## src/rtl/cpu_clk_enable_gen_if.sv

```systemverilog
// cpu_clk_enable_gen_if: board-side controls in, CPU clock-enable and phase outputs back.
//   clkBtnN  step button, active-low, asynchronous
//   clkSel   mode select: 00 step, 01 slow, 10 fast, 11 every clk
//   cpuClkEn one-clk enable pulse to the CPU core
//   cycle    machine-cycle phase 0..7
//   sync     high while cycle==7
//   modeOut  mode currently applied
interface cpu_clk_enable_gen_if;
  logic clkBtnN;
  logic [1:0] clkSel;
  logic cpuClkEn;
  logic [2:0] cycle;
  logic sync;
  logic [1:0] modeOut;
  modport master (output clkBtnN, clkSel, input cpuClkEn, cycle, sync, modeOut);
  modport slave (input clkBtnN, clkSel, output cpuClkEn, cycle, sync, modeOut);
endinterface

```

## src/rtl/cpu_clk_enable_gen.sv

```systemverilog
// cpu_clk_enable_gen: single-cycle CPU clock-enable generator with debounced step button and 8-phase counter.
//   clk  board clock, rising edge
//   rst  asynchronous active-high reset
//   bus  slave side of cpu_clk_enable_gen_if (clkBtnN, clkSel in; cpuClkEn, cycle, sync, modeOut out)
module cpu_clk_enable_gen #(
  parameter int DIV_1HZ = 12000000,
  parameter int DIV_10HZ = 1200000,
  parameter int DEBOUNCE_CYC = 240000,
  parameter int CNT_W = 24
) (
  input logic clk,
  input logic rst,
  cpu_clk_enable_gen_if.slave bus
);
  logic btnS1, btnS2, debounced, prevDeb, cpuClkEn;
  logic [1:0] selS1, selS2, modeOut;
  logic [2:0] cycle;
  logic [CNT_W-1:0] divCnt, dbCnt, divMax;
  logic modeChange, divWrap, dbDone, pressEdge, enNext;
  assign modeChange = selS2 != modeOut;
  assign divMax = modeOut == 2'b01 ? CNT_W'(DIV_1HZ - 1) : CNT_W'(DIV_10HZ - 1);
  assign divWrap = divCnt == divMax;
  assign dbDone = btnS2 != debounced && dbCnt == CNT_W'(DEBOUNCE_CYC - 1);
  assign pressEdge = prevDeb & ~debounced;
  // A mode change wins over every other enable source; the lost pulse is not deferred.
  always_comb enNext = modeChange ? 1'b0 : modeOut == 2'b00 ? pressEdge : modeOut == 2'b11 ? 1'b1 : divWrap;
  always_ff @(posedge clk or posedge rst)
    if (rst) begin
      btnS1 <= 1'b1;
      btnS2 <= 1'b1;
      selS1 <= 2'b00;
      selS2 <= 2'b00;
      debounced <= 1'b1;
      prevDeb <= 1'b1;
      dbCnt <= '0;
      divCnt <= '0;
      modeOut <= 2'b00;
      cpuClkEn <= 1'b0;
      cycle <= 3'd0;
    end else begin
      btnS1 <= bus.clkBtnN;
      btnS2 <= btnS1;
      selS1 <= bus.clkSel;
      selS2 <= selS1;
      dbCnt <= (btnS2 == debounced || dbDone) ? '0 : dbCnt + CNT_W'(1);
      if (dbDone) debounced <= btnS2;
      // Tracking the current level every edge also clears any pending press edge on a mode apply.
      prevDeb <= debounced;
      modeOut <= selS2;
      // Divider only runs in the two divided modes and restarts from 0 on every apply.
      divCnt <= (modeChange || modeOut[0] == modeOut[1] || divWrap) ? '0 : divCnt + CNT_W'(1);
      cpuClkEn <= enNext;
      cycle <= cycle + {2'b00, cpuClkEn};
    end
  assign bus.cpuClkEn = cpuClkEn;
  assign bus.cycle = cycle;
  assign bus.sync = cycle == 3'd7;
  assign bus.modeOut = modeOut;
endmodule

```

## src/flat_wrapper.sv

```systemverilog
// flat-port wrapper written by rule: the top's interface ports become plain ports
module cpu_clk_enable_gen_flat 
#(
  parameter int DIV_1HZ = 12000000,
  parameter int DIV_10HZ = 1200000,
  parameter int DEBOUNCE_CYC = 240000,
  parameter int CNT_W = 24
)
  (clk, rst, bus_clkBtnN, bus_clkSel, bus_cpuClkEn, bus_cycle, bus_sync, bus_modeOut);
  cpu_clk_enable_gen_if bus_i ();
  input logic clk;
  input logic rst;
  input wire logic [$bits(bus_i.clkBtnN)-1:0] bus_clkBtnN;
  input wire logic [$bits(bus_i.clkSel)-1:0] bus_clkSel;
  output wire logic [$bits(bus_i.cpuClkEn)-1:0] bus_cpuClkEn;
  output wire logic [$bits(bus_i.cycle)-1:0] bus_cycle;
  output wire logic [$bits(bus_i.sync)-1:0] bus_sync;
  output wire logic [$bits(bus_i.modeOut)-1:0] bus_modeOut;
  assign bus_i.clkBtnN = bus_clkBtnN;
  assign bus_i.clkSel = bus_clkSel;
  assign bus_cpuClkEn = bus_i.cpuClkEn;
  assign bus_cycle = bus_i.cycle;
  assign bus_sync = bus_i.sync;
  assign bus_modeOut = bus_i.modeOut;
  cpu_clk_enable_gen #(.DIV_1HZ(DIV_1HZ), .DIV_10HZ(DIV_10HZ), .DEBOUNCE_CYC(DEBOUNCE_CYC), .CNT_W(CNT_W)) u_core (.clk(clk), .rst(rst), .bus(bus_i));
endmodule
```

## config.mk

```make
export PLATFORM = sky130hd
export DESIGN_NAME = cpu_clk_enable_gen_flat
export DESIGN_NICKNAME = d
export VERILOG_FILES = /design/src/rtl/cpu_clk_enable_gen_if.sv /design/src/rtl/cpu_clk_enable_gen.sv /design/src/flat_wrapper.sv
export SDC_FILE = /design/constraint.sdc
export NUM_CORES = 1
export LEC_CHECK = 0
export BUFFER_PORTS_ARGS = -buffer_cell sky130_fd_sc_hd__buf_2
export CAP_MARGIN = 20
export CORE_ASPECT_RATIO = 2
export CORE_UTILIZATION = 60
export CTS_CLUSTER_DIAMETER = 120
export DETAILED_ROUTE_END_ITERATION = 8
export GPL_TIMING_DRIVEN = 0
export HOLD_SLACK_MARGIN = 0.02
export PLACE_DENSITY = 0.76
export SYNTH_ARGS = -nofsm -noshare
export SYNTH_HDL_FRONTEND = slang
export SYNTH_SLANG_ARGS = --single-unit
```

## constraint.sdc

```tcl
create_clock -name clk -period 3.3 [get_ports clk]
set_clock_uncertainty 0.2 [all_clocks]
set_input_delay 0.825 -clock clk [delete_from_list [all_inputs] [get_ports clk]]
set_output_delay 0.825 -clock clk [all_outputs]
set_load 0.005 [all_outputs]
```

# [Word-level counts from Yosys, hierarchy flattened]
# Cells that the tools add are included.
# Widths: inputs -> output; s select.
[totals] regBits=62 in_bits=5 wordCells=36
[op_classes] eq_ne=9 reduce_logical=5 bitwise_logic=2 mux=6 n_addsub=3
[op_table] cell="$mux 24" n=3
[op_table] cell="$add 24x1->24 const B" n=2
[op_table] cell="$eq 24x18->1 const B" n=1
[op_table] cell="$eq 24x24->1" n=1
[op_table] cell="$add 3x1->3" n=1
[op_table] cell="$eq 3x3->1 const B" n=1
[op_table] cell="$logic_or 1x1->1" n=3
[op_table] cell="$mux 1" n=3
[op_table] cell="$eq 1x1->1" n=2
[op_table] cell="$eq 2x1->1 const B" n=1
[op_table] cell="$eq 2x2->1 const B" n=1
[op_table] cell="$logic_not 2->1" n=1
[op_table] cell="$ne 2x2->1" n=1
[op_table] cell="$and 1x1->1" n=1
[op_table] cell="$logic_and 1x1->1" n=1
[op_table] cell="$ne 1x1->1" n=1
[op_table] cell="$not 1->1" n=1

# [Depth between registers and ports, before layout]
# Gate-level depths: netlist of the first run.
[logic_depth] word_depth=6 mapped_depth=7

# [Least setup slack after synthesis of the first run]
# Ideal clock, no wire load.
[synth_path] path_type="register to register" startpoint="register u_core.modeOut[1] (netlist: u_core.bus.modeOut[1])" endpoint="register u_core.divCnt[2]" path_buffers=1 slack_ns=0.903 setup_time_ns=0.136 arrival_ns=2.061 stages_incl_launch_ff=7 t_required_ns=2.964 path_cell_list="dfrtp_1 > inv_1 > ha_1 > or4b_2 > a2111oi_4 > buf_2 > nor3_1"
[synth_between] elab_chain_cells=5
[synth_lines] item="start, declared" line="cpu_clk_enable_gen.sv:16" rtl="logic [1:0] selS1, selS2, modeOut;"
[synth_lines] item="start signal, assigned" line="cpu_clk_enable_gen.sv:49" rtl="modeOut <= selS2;"
[synth_lines] item="$eq 2x1->1" line="cpu_clk_enable_gen.sv:21" rtl="assign divMax = modeOut == 2'b01 ? CNT_W'(DIV_1HZ - 1) : CNT_W'(DIV_10HZ - 1);"
[synth_lines] item="$mux 24" line="cpu_clk_enable_gen.sv:21"
[synth_lines] item="$eq 24x24->1" line="cpu_clk_enable_gen.sv:22" rtl="assign divWrap = divCnt == divMax;"
[synth_lines] item="$logic_or 1x1->1 *" line="cpu_clk_enable_gen.sv:51" rtl="divCnt <= (modeChange || modeOut[0] == modeOut[1] || divWrap) ? '0 : divCnt + CNT_W'(1);"
[synth_lines] item="$mux 24 *" line="cpu_clk_enable_gen.sv:51"
[synth_lines] item="end signal, assigned" line="cpu_clk_enable_gen.sv:51"
[synth_lines] item="end, declared" line="cpu_clk_enable_gen.sv:18" rtl="logic [CNT_W-1:0] divCnt, dbCnt, divMax;"
# Every way passes the cells marked *; elsewhere a longest branch is shown, timed or not.
# A chain may end at the register's enable or synchronous reset.

# [Worst setup path in the final report of the first run]
[layout_path] startpoint="register u_core.modeOut[1] (netlist: u_core.bus.modeOut[1])" endpoint="register u_core.divCnt[8]"
# Same word-level chain as after synthesis.

==> impl_results.md, run 1 <==
- Outcome: complete, no violations
- Fin Hold WS: 0.1485 ns
- Compound-Gate Fraction of Synth Area: 0.08377
- Worst slew margin: 0.6424
- CTS buffer count: 9
- Synth unique cells: 36
- First-pass GRT wire length: 10730 um
- Postcts setup bufs: 0
- Final Hold Fails: 0
- Hold-fix buffers, CTS: 0
- Total of max-cap violations: 0
- IO buf count: 11
- Fillcell total: 404
- Met2 usage: 0.5102
- Synthesized cell area: 3077 um^2
- Layout Area Growth over Synthesis: 10.94%
- Yosys reg bits: 62
- Critical Path Fanout Max: 10
- Critical path's largest stage delay: 0.71 ns
- Die Y: 103.3 um
- FFs w/ async S/R, synth: 1.000
- Setup ws final: 0.6107 ns
- Worst hold path depth: 0
- Layout Utilization: 0.6952
- Final ANT Viol Nets: 0
- Cells after synthesis: 294
- Die footprint: 5436 um^2
- Antenna fix cells: 0
- Pin count of the biggest net entering global routing: 39
- Crit end category: flop
- Initial Util: 0.6267
- Grt met1 use: 0.2694
- Layout cell share with drive strength beyond 1: 0.1242
- Largest family of logic cells by synthesized area: simple AND/OR/NAND/NOR gates
- Cts repair resizes: 0
- Clk root buf: clkbuf_8
- Period minus WS final: 2.689 ns
- GR peak layer: met2
- Pwr per Cell Area: 454.7 nW/um^2
- Gp weighted congestion: 0.7863
- Rows: 36
- DR pass1 iterations: 4
- Setup TNS: 0 ns
- Fin nets: 329
- CP required: 3.32 ns
- Cell family with most CP delay: simple AND/OR/NAND/NOR gates
- CTS tree: done
- Top cell type's share of synthesized area: 0.4717
- Max clock buf depth: 2
- Most common flop cell mapped by yosys: dfrtp_1
- Post-synthesis mux area share: 0.006913
- Grt met3 use: 0.05117
- Core area: 4910 um^2
- Wirelength per Cell: 17.15 um
- Clock latency at the later pin of the worst-skew pair: 0.35 ns
- Mean Syn Cell Area: 10.46 um^2
- Number of synthesized flops with an enable pin: 0
- H-tree depth: 3
- Vias per cell: 6.203
- Antenna violations before repair: 0
- Slowest stage cell, crit path: or4b_2
- Setup violations, final: 0
- Cell taking the most area after synthesis: dfrtp_1
- CP bufs+invs: 2
- Main area contributors after synthesis: dfrtp_1 (47%), xor2_1 (6.3%), nand4_1 (3.7%)
- Adder-Cell Fraction of Synth Area: 0.02847
- CP Class: reg -> reg
- Maximum operating frequency: 371.8 MHz
- Worst Hold End: u_core.selS2[1]
- CP Cell Sequence: inv_1 > ha_1 > or4b_2 > a2111oi_4 > buf_2 > nor3_1
- Drt total wl: 6500 um
- Synthesis warning total: 0
- Min-delay src: u_core.selS1[1]
- Final slew viol count: 0
- Num ports: 12
- Post-DP HPWL: 4694 um
- Gr usage total: 0.2793
- Setup repair after global routing missed its margin: no
- Vias in the first global route: 2364
- Reg2Reg Setup Slack: 0.61 ns
- Worst r2r src: u_core.bus.modeOut[1]
- Synth Area in Simple Gates: 0.2521
- Fin crit share: 0.8149
- Type of origin of the critical path: flop
- Leak: 1.408 nW
- Slew @ Worst Pin: 0.5357 ns
- Number of DRC markers in iteration 0: 36
- Clock-pin slew of the registers on the worst-case setup and hold paths: 0.07 ns
- Seq/Total Area, Yosys: 0.5059
- Mapped Nets: 306
- Total power: 1.552 mW
- DR vias: 2351
- Pre-CTS setup slack: 0.6500 ns
- Clk sink count: 62
- Die Wd: 52.64 um
- Maximum VDD drop: 388.9 uV
- Reg2reg end: u_core.divCnt[8]
- Synth Area in XOR/XNOR: 0.09394
- Total gr overflow: 0
- Worst EP arrival: 2.71 ns
- Drc violations: 0
- Path depth of the worst reg2reg path: 6
- Worst hold-check path type: reg -> reg
## per-stage QoR
step                std cells  area (um^2)
floorplan                 294         3077
global placement          362         3203
detailed placement        363         3223
CTS                       379         3413
global route              379         3413
finish                    379         3413
## per-layer routing
layer | vias up | part of all wire
met1 | 1166 | 0.37
met2 | 40 | 0.56
met4 | 0 | 0.039
li1 | 1120 | -
met3 | 25 | 0.027
met5 | - | 0
## worst max path at each step
stage	start	endpoint	slack [ns]	depth (start not counted)
6_report	u_core.bus.modeOut[1]	u_core.divCnt[8]	0.61	6
4_1_cts	u_core.bus.modeOut[1]	u_core.divCnt[8]	0.63	6
2_1_floorplan	rst	u_core.bus.cpuClkEn	0.74	1
5_1_grt	u_core.bus.modeOut[1]	u_core.divCnt[5]	0.49	6
3_5_place_dp	u_core.bus.modeOut[1]	u_core.divCnt[8]	0.65	6
3_3_place_gp	rst	u_core.divCnt[12]	0.02	2
## placed cells by master (no fill, tap or decap), drive strengths merged, types with 5 or more instances in the layout
cell type / instances
a211oi: 8
buf: 16
o21ai: 14
xnor2: 11
nor3: 16
nand4: 18
or3: 13
or4: 6
a21oi: 8
and4: 9
nand3: 18
xor2: 22
nand2: 13
and3: 8
dfrtp: 58
clkbuf: 25
and2: 5
ha: 7
nor2: 18
inv: 6
## cell families (layout without fill, tap and decap cells)
kind of cell               count (synthesis)  in the layout
adders and majority gates                  7              7
buffers and inverters                     19             47
muxes                                      2              2
AOI/OAI and AO/OA                         36             36
xor gates and xnor gates                  33             33
DFF                                       62             62
and+or+nand+nor                          135            135
## power breakdown
| part | internal (mW) | switching (mW) | leakage (nW) |
|---|---|---|---|
| logic | 0.0400 | 0.0558 | 0.482 |
| clock network | 0.356 | 0.286 | 0.0970 |
| registers | 0.790 | 0.0240 | 0.829 |
| total | 1.19 | 0.366 | 1.41 |
## Yosys cell counts, types with 6 or more instances
master	number
dfrtp_1	58
xor2_1	22
nand3_1	18
nand4_1	18
nor2_1	18
nor3_1	16
o21ai_0	14
nand2_1	13
or3_1	13
xnor2_1	11
and4_1	9
clkbuf_1	9
a211oi_1	8
a21oi_1	8
and3_1	8
ha_1	7
inv_1	6
## worst reg2reg max path: cells and delay by family, from the launching register on
| family | cells | cell delay, ns |
|---|---|---|
| AND/OR/NAND/NOR | 2 | 0.80 |
| AO/OA/AOI/OAI | 1 | 0.48 |
| buffers and inverters | 2 | 0.41 |
| flip-flops | 1 | 0.41 |
| adder cells (fa/ha/maj) | 1 | 0.26 |
## flip-flops by register name, indices dropped and copies added, names as in the netlist, 2 cells and up
register	cells
u_core.bus.modeOut	2
u_core.selS1	2
u_core.selS2	2
u_core.divCnt	24
u_core.dbCnt	24
u_core.bus.cycle	3
## area by class of cell
cell class | count | area, um^2 | area share
flip-flops and latches | 62 | 1556 | 0.4560
multi-input cells | 213 | 1431 | 0.4194
clock buffers | 16 | 190.2 | 0.05572
repair buffers | 12 | 75.07 | 0.02199
well taps | 57 | 71.32 | 0.02089
plain buffers | 13 | 66.31 | 0.01943
inverters | 6 | 22.52 | 0.006598
Power figures use the tool's default switching activity.
==> run 2: changes to the inputs <==
Clock period 3.3 ns to 2.7 ns, I/O delays scaled along.
==> run 2 against run 1 <==
Final cell count increased by 0.79%; sequential cell count unchanged; clock-buffer cell count unchanged; critical path depth increased by 1; first-iteration DRC count increased by 14%; critical endpoint unchanged; largest cell class unchanged; highest routed layer unchanged.
==> impl_results.md, run 2 (synthesized netlist as in run 1, its figures left out) <==
- Outcome: complete, no violations
- Setup repair after global routing missed its margin: no
- Vias per cell: 6.136
- CTS tree: done
- Gp weighted congestion: 0.7863
- Most frequent cells in the layout: dfrtp_1 (58), xor2_1 (22), nand3_1 (18), nand4_1 (18), nor2_1 (18)
- Post-DP HPWL: 4694 um
- Worst hold-check path type: reg -> reg
- Combinational power share: 0.062
- Worst hold path depth: 0
- Fin crit share: 0.9678
- Antenna violations before repair: 0
- Total power: 1.894 mW
- Path depth of the worst reg2reg path: 7
- Die footprint: 5436 um^2
- Drt total wl: 6514 um
- IO buf count: 11
- Rows: 36
- Cell depth of the worst setup path: 7
- Type of origin of the critical path: flop
- Gr usage total: 0.2793
- Slew @ Worst Pin: 0.5365 ns
- Fin nets: 332
- Most common cell on crit path: buf_4
- DR vias: 2344
- Layout Area Growth over Synthesis: 11.96%
- Initial Util: 0.6267
- Clock latency at the later pin of the worst-skew pair: 0.35 ns
- Power Internal: 1.450 mW
- Max clock buf depth: 2
- Pin count of the biggest net entering global routing: 39
- Clk sink count: 62
- Worst EP arrival: 2.63 ns
- Critical Path Fanout Max: 10
- Worst Setup SP: u_core.bus.modeOut[1]
- Die Y: 103.3 um
- Num ports: 12
- Antenna fix cells: 0
- Worst slew margin: 0.6418
- Die Wd: 52.64 um
- Pwr per Cell Area: 549.9 nW/um^2
- Layout cell share with drive strength beyond 1: 0.1323
- Commonest non-fill, non-tap cell in the layout: dfrtp_1
- Final ANT Viol Nets: 0
- First-pass GRT wire length: 10730 um
- CP Class: reg -> reg
- Maximum VDD drop: 476.0 uV
- CP required: 2.72 ns
- Psw: 0.4445 mW
- DR pass1 iterations: 4
- Worst r2r src: u_core.bus.modeOut[1]
- Maximum operating frequency: 382.7 MHz
- CTS buffer count: 9
- Min-delay src: u_core.selS1[1]
- Biggest regs: u_core.dbCnt (24), u_core.divCnt (24), u_core.bus.cycle (3)
- Core area: 4910 um^2
- Crit end category: flop
- Switching share of total power: 0.2346
- CP bufs+invs: 3
- Vias in the first global route: 2364
- Setup violations, final: 0
- Setup TNS: 0 ns
- Clock share of power: 0.413
- H-tree depth: 3
- Leak: 1.425 nW
- Wirelength per Cell: 17.05 um
- Drc violations: 0
- Layout Utilization: 0.7016
- Number of DRC markers in iteration 0: 41
- CP Cell Sequence: inv_1 > ha_1 > or4b_2 > a2111oi_4 > buf_4 > buf_4 > nor3_1
- Hold-fix buffers, CTS: 0
- Cell family with most CP delay: simple AND/OR/NAND/NOR gates
- Total of max-cap violations: 0
- Flop pwr share: 0.525
- Clock-pin slew of the registers on the worst-case setup and hold paths: 0.07 ns
- Slowest stage cell, crit path: or4b_2
- Final Hold Fails: 0
- Total gr overflow: 0
- Final slew viol count: 0
- Critical path's largest stage delay: 0.70 ns
- Clk root buf: clkbuf_8
- Period minus WS final: 2.613 ns
==> run 2: cell count changes in the layout (fill, tap and decap cells not counted), sizes merged <==
| cell | previous run | this run |
|---|---|---|
| buf | 16 | 19 |
==> run 2: metrics by stage <==
step           hold slack [ns]  std cells  instance area (um^2)  worst slack, ns
2_1_floorplan           0.1312        294                  3077           0.2902
3_3_place_gp            0.1327        362                  3203          -0.4301
3_5_place_dp            0.1347        363                  3223          0.04995
4_1_cts                 0.1492        379                  3413          0.03225
5_1_grt                 0.1512        382                  3445         0.008240
6_report                0.1483        382                  3445          0.08685
==> run 2: final timing paths <==
| kind | slack (ns) | endpoint |
|---|---|---|
| max | 0.09 | u_core.divCnt[8] |
| min | 0.15 | u_core.selS2[1] |
| max reg2reg | 0.09 | u_core.divCnt[8] |
| min reg2reg | 0.15 | u_core.selS2[1] |
| max in group asynchronous | 1.49 | u_core.prevDeb |
| min in group asynchronous | 0.16 | u_core.dbCnt[2] |
==> run 2: area by class of cell <==
cell class | instances | area [um^2]
Timing Repair Buffer | 15 | 97.59
Clock buffer | 16 | 190.2
Inverter | 6 | 22.52
Buffer | 13 | 75.07
Sequential cell | 62 | 1556
Fill cell | 397 | 1465
Tap cell | 57 | 71.32
Multi-Input combinational cell | 213 | 1431
==> run 2: per-layer routing <==
metal  vias up  track usage  routed length (um)
met1      1159       0.2694                2393
met4         0       0.1903                 239
met2        33       0.5102                3738
met5         -            0                   0
met3        22      0.05117                 142
li1       1130            -                   -
==> run 2: worst reg2reg max path: cells and delay by family (launching register included) <==
family / cells / cell delay, ns
adders and majority gates: 1 / 0.26
buffers and inverters: 3 / 0.46
and+or+nand+nor: 2 / 0.77
AOI/OAI and AO/OA: 1 / 0.37
DFF: 1 / 0.41
==> run 2: power groups by stage <==
stage | Sequential, mW | Clock [mW] | Combinational [mW]
floorplan | 1.01 | 0 | 0.0605
global placement | 1.01 | 0 | 0.110
detailed placement | 1.01 | 0 | 0.121
CTS | 0.995 | 0.798 | 0.121
global route | 0.999 | 0.831 | 0.130
finish | 0.995 | 0.782 | 0.117
==> run 2: timing repair <==
action | in CTS | in global routing
setup buffers | 0 | 3
resized for setup | 0 | 5
setup endpoints to repair | 0 | 20
==> run 3: changes to the inputs <==
Settings changed: RECOVER_POWER from default to 100.
==> run 3 against run 2 <==
Via count rose by 0.77%; design area is 0.65% lower; combinational power about the same; critical path depth is the same; global-route usage unchanged; wire length barely moved; die area stayed put; register-to-register slack hardly changed; power shrank 0.39%; critical path type unchanged; critical endpoint unchanged; largest power group unchanged.
==> impl_results.md, run 3 (synthesized netlist as in run 1, its figures left out) <==
- Outcome: complete, no violations
- Final ANT Viol Nets: 0
- Die Y: 103.3 um
- Clock latency at the later pin of the worst-skew pair: 0.35 ns
- Leak: 1.410 nW
- Setup violations, final: 0
- Worst hold-check path type: reg -> reg
- Antenna violations before repair: 0
- Slew @ Worst Pin: 0.9383 ns
- Core area: 4910 um^2
- Die Wd: 52.64 um
- Total gr overflow: 0
- DR vias: 2362
- Fin crit share: 0.9675
- Most frequent cells in the layout: dfrtp_1 (58), xor2_1 (22), nand3_1 (18), nand4_1 (18), nor2_1 (18)
- CP Class: reg -> reg
- Slowest stage cell, crit path: or4b_2
- CTS buffer count: 9
- Layout Area Growth over Synthesis: 11.22%
- CP required: 2.71 ns
- Critical path's largest stage delay: 0.70 ns
- Most common cell on crit path: buf_4
- Worst EP arrival: 2.62 ns
- Antenna fix cells: 0
- Clk sink count: 62
- Number of DRC markers in iteration 0: 41
- Post-DP HPWL: 4694 um
- Total of max-cap violations: 0
- Commonest non-fill, non-tap cell in the layout: dfrtp_1
- Worst slew margin: 0.3745
- IO buf count: 11
- Gr usage total: 0.2793
- Worst Setup SP: u_core.bus.modeOut[1]
- Final Hold Fails: 0
- Drt total wl: 6513 um
- Critical Path Fanout Max: 10
- CP Cell Sequence: inv_1 > ha_1 > or4b_2 > a2111oi_4 > buf_4 > buf_4 > nor3_1
- Initial Util: 0.6267
- DR pass1 iterations: 4
- Pwr per Cell Area: 551.4 nW/um^2
- Clock-pin slew of the registers on the worst-case setup and hold paths: 0.07 ns
- Die footprint: 5436 um^2
- Pin count of the biggest net entering global routing: 39
- Hold-fix buffers, CTS: 0
- Rows: 36
- Vias in the first global route: 2364
- Final slew viol count: 0
- Type of origin of the critical path: flop
- CTS tree: done
- Vias per cell: 6.183
- Wirelength per Cell: 17.05 um
- Gp weighted congestion: 0.7863
- Max clock buf depth: 2
- Fin nets: 332
- Min-delay src: u_core.selS1[1]
- Setup TNS: 0 ns
- Maximum operating frequency: 382.8 MHz
- Crit end category: flop
- Worst r2r src: u_core.bus.modeOut[1]
- Clk root buf: clkbuf_8
- Post-Layout Cell Count: 382
- Period minus WS final: 2.612 ns
- Drc violations: 0
- Biggest regs: u_core.dbCnt (24), u_core.divCnt (24), u_core.bus.cycle (3)
- Inst Count DP: 363
- Maximum VDD drop: 475.1 uV
- Setup repair after global routing missed its margin: no
- First-pass GRT wire length: 10730 um
- Layout cell share with drive strength beyond 1: 0.1169
- Num ports: 12
- H-tree depth: 3
[run 3: changes by cell type in the layout (fill, tap and decap cells not counted), sizes merged]
cell and delta:
buf -4, clkbuf +4
[run 3: repair_timing]
action,in CTS,in global routing
setup endpoints to repair,0,20
buffers inserted,0,3
endpoints found under the hold margin,0,0
gates resized for setup,0,5
[run 3: layout make-up]
cell class / count / area, um^2
plain buffers: 13 / 71.32
repair buffers: 15 / 78.83
fillers: 403 / 1488
multi-input cells: 213 / 1431
clock buffers: 16 / 190.2
inverters: 6 / 22.52
well taps: 57 / 71.32
flip-flops and latches: 62 / 1556
[run 3: routing by layer]
metal,track usage,up-vias,routed length [um]
li1,-,1127,-
met1,0.2694,1174,2410
met2,0.5102,41,3742
met3,0.05117,20,143
met4,0.1903,0,216
met5,0,-,0
[run 3: report_power, final]
| group | leakage (nW) | switching [mW] | internal [mW] |
|---|---|---|---|
| Clock | 0.0970 | 0.343 | 0.435 |
| Combinational | 0.483 | 0.0678 | 0.0457 |
| Sequential | 0.830 | 0.0298 | 0.966 |
| Total | 1.41 | 0.440 | 1.45 |
[run 3: per-stage QoR]
step | area [um^2] | total power, mW | worst slack (ns) | util | hold WS, ns
after floorplan | 3077 | 1.070 | 0.2902 | - | 0.1312
after global placement | 3203 | 1.118 | -0.4301 | 0.6524 | 0.1327
after detailed placement | 3223 | 1.132 | 0.04995 | 0.6565 | 0.1347
after CTS | 3413 | 1.913 | 0.03225 | 0.6952 | 0.1492
after global routing | 3422 | 1.956 | 0.008273 | 0.6970 | 0.1512
final | 3422 | 1.887 | 0.08776 | 0.6970 | 0.1481
[run 3: final timing paths]
kind,to,slack [ns],cells past startpoint
setup / recovery,u_core.divCnt[8],0.09,7
hold / removal,u_core.selS2[1],0.15,0
setup reg to reg,u_core.divCnt[8],0.09,7
hold reg to reg,u_core.selS2[1],0.15,0
max in group asynchronous,u_core.divCnt[18],0.55,3
min in group asynchronous,u_core.dbCnt[2],0.32,2
[run 3: worst max-delay path: cells and delay by family, from the launching register on]
family          cells  cell delay, ns
compound gates      1            0.37
fa+ha+maj           1            0.26
buf+inv             3            0.46
simple gates        2            0.77
flops               1            0.41
